## src/rtl/arrayn_flush.sv

```systemverilog
// Byte-maskable register array with per-entry valid bits and a sequential flush sweep.
// Optional macro ARRAYN_WR_BYPASS_EN forwards write data to dataout/valid_out in the write cycle.
module arrayn_flush #(
    parameter int WIDTH = 128,
    parameter int DEPTH = 4,
    parameter int IDX_W = $clog2(DEPTH)
) (
    input  logic               clk,
    input  logic               rst_n,
    input  logic               write,
    input  logic [WIDTH/8-1:0] wmask,
    input  logic [IDX_W-1:0]   index,
    input  logic [WIDTH-1:0]   datain,
    output logic [WIDTH-1:0]   dataout,
    output logic               valid_out,
    input  logic               flush_req,
    output logic               flush_busy,
    output logic               flush_done
);

    localparam int NBYTES = WIDTH / 8;

    typedef enum logic [0:0] {IDLE, FLUSH} state_t;

    state_t           state_reg, state_next;
    logic [IDX_W-1:0] ptr_reg, ptr_next;
    logic             flush_done_reg, done_next;
    logic [DEPTH-1:0] valid_reg, valid_next;
    logic [WIDTH-1:0] data_reg  [DEPTH];
    logic [WIDTH-1:0] data_next [DEPTH];
    logic [WIDTH-1:0] rd_data;
    logic             rd_valid;

    always_comb begin
        state_next = state_reg;
        ptr_next   = ptr_reg;
        done_next  = 1'b0;
        case (state_reg)
            IDLE: begin
                if (flush_req) begin
                    state_next = FLUSH;
                    ptr_next   = '0;
                end
            end
            FLUSH: begin
                if (ptr_reg == IDX_W'(DEPTH - 1)) begin
                    state_next = IDLE;
                    ptr_next   = '0;
                    done_next  = 1'b1;
                end else begin
                    ptr_next = ptr_reg + IDX_W'(1);
                end
            end
            default: begin
                state_next = IDLE;
                ptr_next   = '0;
            end
        endcase
    end

    // A write to the entry being swept takes priority over the clear.
    for (genvar gi = 0; gi < DEPTH; gi++) begin : g_entry
        logic hit;
        logic clr;
        assign hit = write && (index == IDX_W'(gi));
        assign clr = (state_reg == FLUSH) && (ptr_reg == IDX_W'(gi));
        assign valid_next[gi] = hit ? 1'b1 : (clr ? 1'b0 : valid_reg[gi]);
        for (genvar gb = 0; gb < NBYTES; gb++) begin : g_byte
            assign data_next[gi][8*gb +: 8] = (hit && wmask[gb]) ? datain[8*gb +: 8]
                                                                 : data_reg[gi][8*gb +: 8];
        end
    end

    always_ff @(posedge clk or negedge rst_n) begin
        if (!rst_n) begin
            state_reg      <= IDLE;
            ptr_reg        <= '0;
            flush_done_reg <= 1'b0;
            valid_reg      <= '0;
            for (int i = 0; i < DEPTH; i++) begin
                data_reg[i] <= '0;
            end
        end else begin
            state_reg      <= state_next;
            ptr_reg        <= ptr_next;
            flush_done_reg <= done_next;
            valid_reg      <= valid_next;
            for (int i = 0; i < DEPTH; i++) begin
                data_reg[i] <= data_next[i];
            end
        end
    end

    assign rd_data    = data_reg[index];
    assign rd_valid   = valid_reg[index];
    assign flush_busy = (state_reg == FLUSH);
    assign flush_done = flush_done_reg;

`ifdef ARRAYN_WR_BYPASS_EN
    logic [WIDTH-1:0] byp_data;
    for (genvar gb = 0; gb < NBYTES; gb++) begin : g_byp
        assign byp_data[8*gb +: 8] = wmask[gb] ? datain[8*gb +: 8] : rd_data[8*gb +: 8];
    end
    assign dataout   = write ? byp_data : rd_data;
    assign valid_out = write | rd_valid;
`else
    assign dataout   = rd_data;
    assign valid_out = rd_valid;
`endif

endmodule

```

## config.mk

```make
export PLATFORM = sky130hd
export DESIGN_NAME = arrayn_flush
export DESIGN_NICKNAME = d
export VERILOG_FILES = /design/src/rtl/arrayn_flush.sv
export SDC_FILE = /design/constraint.sdc
export NUM_CORES = 1
export LEC_CHECK = 0
export ABC_AREA = 0
export CAP_MARGIN = 25
export CORE_ASPECT_RATIO = 1.2
export CORE_MARGIN = 2
export CORE_UTILIZATION = 45
export CTS_CLUSTER_SIZE = 8
export DETAILED_ROUTE_END_ITERATION = 16
export GPL_TIMING_DRIVEN = 0
export HOLD_SLACK_MARGIN = 0.15
export PLACE_DENSITY = 0.67
export SLEW_MARGIN = 40
export SYNTH_ARGS = -nofsm -noshare
export SYNTH_HDL_FRONTEND = slang
export SYNTH_SLANG_ARGS = --single-unit
```

## constraint.sdc

```tcl
create_clock -name clk -period 2.62 [get_ports clk]
set_clock_uncertainty 0.1 [all_clocks]
set_input_delay 0.655 -clock clk [delete_from_list [all_inputs] [get_ports clk]]
set_output_delay 0.655 -clock clk [all_outputs]
set_load 0.02 [all_outputs]
```

# ---- After elaboration in Yosys (flattened, before gate mapping)
# Cells that the tools add are included.
dict set report word_totals {
  ff_bits 520
  input_bits 150
  out_inout_bits 131
  wordCells 182
}
dict set report classes {
  n_addsub 1
  n_lt_le_gt_ge 2
  n_eq_ne 7
  muxes 21
  bitwise 2
  reduce_logical 78
}
# cell count
set op_table {}
lappend op_table {{$bmux 128 s2} 1}
lappend op_table {{$mux 128} 2}
lappend op_table {{$logic_and 1x1->1} 72}
lappend op_table {{$mux 1} 13}
lappend op_table {{$eq 2x2->1 const B} 4}
lappend op_table {{$reduce_bool 2->1} 4}
lappend op_table {{$eq 2x1->1 const B} 2}
lappend op_table {{$logic_not 2->1} 2}
lappend op_table {{$mux 2} 2}
lappend op_table {{$pmux 2 s2} 1}
lappend op_table {{$ge 3x3->1 const B} 1}
lappend op_table {{$lt 2x3->1 const B} 1}
lappend op_table {{$not 2->3} 1}
lappend op_table {{$add 2x1->2 const B} 1}
lappend op_table {{$bmux 1 s2} 1}
lappend op_table {{$ne 2x2->1 const B} 1}
lappend op_table {{$pmux 1 s2} 1}
lappend op_table {{$not 1->1} 1}

# ---- Depth between registers and ports, before layout
dict set report logic_depth {
  ltp_word 4
  ltp_mapped 5
  ltp_nobuf 4
}

# ---- Worst setup path before layout
# OpenSTA, ideal clock, no wires.
dict set report synth_timing {
  path_type {input to output}
  from {input port index[0]}
  to {output port dataout[0]}
  arrival_time_ps 1698
  t_required_ps 1865
  setup_slack_ps 167
  stages 4
  n_path_buf 3
  path_cell_list {buf_4 > buf_6 > buf_4 > mux4_2}
}
dict set report synth_via {
  elab_chain_cells 4
}
# element line
set synth_lines {}
lappend synth_lines {{start, declared} 12} ;# input logic [IDX_W-1:0] index,
lappend synth_lines {{$not 2->3 (not written as such)} 94} ;# assign rd_data = data_reg[index];
lappend synth_lines {{$bmux 128 s2} 94}
lappend synth_lines {{$mux 128 (not written as such) (2 in a row)} 94}
lappend synth_lines {{end, declared} 14} ;# output logic [WIDTH-1:0] dataout,
# No other way between the ends. The select of a mux whose other input is x is not followed.

# ---- Worst setup path in the final report
dict set report layout_timing {
  from {input port index[0]}
  to {output port dataout[57]}
}
# Same word-level chain as after synthesis.

==> flow_summary.toml <==
[power_and_ir_drop]
p_leak_uw = 0.0128
peakVddDrop_v = 0.000560
power_uw = 24700
powerDensity_mw_per_mm2 = 844

[job]
drv_cap = 0

[setup_path]
startpoint_type = "input pin"
criticalPathCategory = "input pin to output pin"
rrSetupSlack_ps = 1400
crit_fanout = 10
worstReg2RegEnd = "ptr_reg[1]"
r2r.worst_path.cells = 3
critPathLaunch = "index[0]"
crit_arrival_ps = 1850
worstSetupEndpointType = "output pin"
regToRegStartpoint = "ptr_reg[0]"
required_ps = 1870

[layout]
fillers = 4021
syn2layout_area_growth_pct = 25.4
final_cell_mix = "dfrtp_1, mux2_2, clkdlybuf4s50_1"
fin_cells = 2406
final_common_cell = "dfrtp_1"
largest_reg_flops = 512
nets = 1849
layout-drive-gt1-share_pct = 57.9

[sta]
timing.final.crit_share_pct = 99.5
setup_viol = 0
max_slew_margin_pct = 48.1
fmax_mhz = 384
hold_slack_ps = 388
maxSlewViolCount = 0
hold_viol_final = 0
worst_slew_pin_slew_ps = 779
rsz0062_at_grt = "yes"
period_needed_ps = 2610
fin_tns_setup_ps = 0
finalWorstSetupSlack_ps = 14.1

[global_route]
grt_pass1_wl_mm = 88.9
grt_max_degree = 75
use_met1_pct = 28.1
grt_usage_pct = 22.2
grt_overflow = 0
antenna_found_initial = 13
use_met3_pct = 6.18
met2_usage_pct = 36.5
grt_pass1_vias = 14646
grt_busiest_layer = "met2"

[routing]
vias = 13303
vias_per_cell = 5.53
drt_pass1_iterations = 4
ant_nets = 0
wl_mm = 58.4
wire_per_inst_um = 24.3
drt_iter0_markers = 629
drc_errors = 0

[clock_tree]
clkTransAtPathRegs_ps = 50
cts_tree = "yes"
cts_buffers = 75
clock_sinks = 520
clock_path_buffers = 3
clock_latency_ps = 610
root_buffer = "clkbuf_16"
htree_levels = 3

[placement]
gp_congestion = 0.712
io_buffers = 279
place_hpwl_mm = 39.0
dpl.cell_count = 2299
pre_cts_ws_ps = -1350

[floorplan]
die_w_um = 212
dieArea_mm2 = 0.0537
fp-row-count = 91
io_pins = 281
start_util_pct = 45.5
fp.dieH_um = 254
core_mm2 = 0.0514

[worst_hold_path]
hp-class = "flip-flop to flip-flop"
min_from = "data_reg[276]"
hold_depth = 1
hold_end = "data_reg[276]"

[synthesis]
syn_area_mm2 = 0.0233
avgSynthCellArea_um2 = 17.7
synth_cells = 1316
ys_seq_elements = 520
syn-num-nets = 1470
ys_seq_area_share_pct = 55.7
ys_types = 25
ys.warnings.count = 0

[status]
status = "finished, final reports clean"
[kinds of logic (layout without fill, tap and decap cells)]
family / after synthesis / in the layout / synth area share (%)
multiplexers: 642 / 642 / 37.2
flip-flops: 520 / 520 / 55.7
buffers and inverters: 73 / 461 / 2.19
AND/OR/NAND/NOR: 71 / 71 / 4.46
AO/OA/AOI/OAI: 6 / 6 / 0.225
adder cells (fa/ha/maj): 4 / 4 / 0.214
other: 0 / 5 / 0
[layout make-up]
cell class | count | area [um2] | share of cell area [%]
clock inverter | 7 | 65.1 | 0.222
multi-input combinational | 723 | 9820 | 33.6
tap | 697 | 872 | 2.98
timing repair buffer | 303 | 2690 | 9.19
clock buffer | 79 | 1930 | 6.60
antenna | 5 | 12.5 | 0.0427
sequential | 520 | 13000 | 44.5
buffer | 66 | 840 | 2.87
inverter | 6 | 22.5 | 0.0769
[layer usage]
metal / wire, um / part of all wire [%]
met5: 117 / 0.20
met3: 3790 / 6.5
met4: 1270 / 2.2
met1: 23800 / 41
met2: 29500 / 50
[how the worst max path moves through the flow]
stage / to / depth (start not counted)
2_1_floorplan: dataout[0] / 4
3_3_place_gp: data_reg[300] / 1
3_5_place_dp: dataout[103] / 6
4_1_cts: dataout[0] / 5
5_1_grt: dataout[41] / 5
6_report: dataout[57] / 5
[per-stage QoR]
step,util (%),cell area [um2]
finish,57.0,29300
global route,57.0,29300
CTS,56.8,29200
detailed placement,53.0,27200
global placement,52.6,27000
floorplan,-,23300
[critical path, stage by stage]
cell	delay [ps]
buf_12	130
buf_12	170
buf_12	170
mux4_2	540
buf_2	180
[synthesized netlist by cell type]
master    number  area [um2]
a22o_1         2        17.5
mux2_1         6        67.6
buf_2         24         120
nor4bb_1       4        40.0
dfrtp_1      520       13000
and2_1         1        6.26
nand4_2       16         200
nor2_1         2        7.51
nand4b_2      16         240
mux2_2       506        5700
and4bb_2       2        25.0
buf_6         14         158
clkbuf_1       4        15.0
a32o_1         3        30.0
buf_4         24         180
inv_1          6        22.5
nand4b_4      16         380
mux4_2       129        2910
nand2_1        3        11.3
ha_1           4        50.1
mux2i_1        1        10.0
and4bb_1      10         125
buf_8          1        15.0
nand3_1        1        5.00
o21ai_0        1        5.00
[what timing repair did]
| item | in CTS | in global routing |
|---|---|---|
| endpoints found under the setup margin | 129 | 154 |
| gates resized for setup | 654 | 14 |
| buffers inserted | 8 | 1 |
| cloned | 4 | 4 |
| hold buffers | 1 | 0 |
| hold endpoints to repair | 66 | 0 |
[where the power goes]
group / internal, uW / switching, uW / leakage (uW) / total [uW]
combinational: 3020 / 2440 / 0.00553 / 5450
clock: 5170 / 3370 / 0.000986 / 8530
sequential: 9860 / 852 / 0.00624 / 10700
Note: power is estimated with default switching activity, not from simulation.
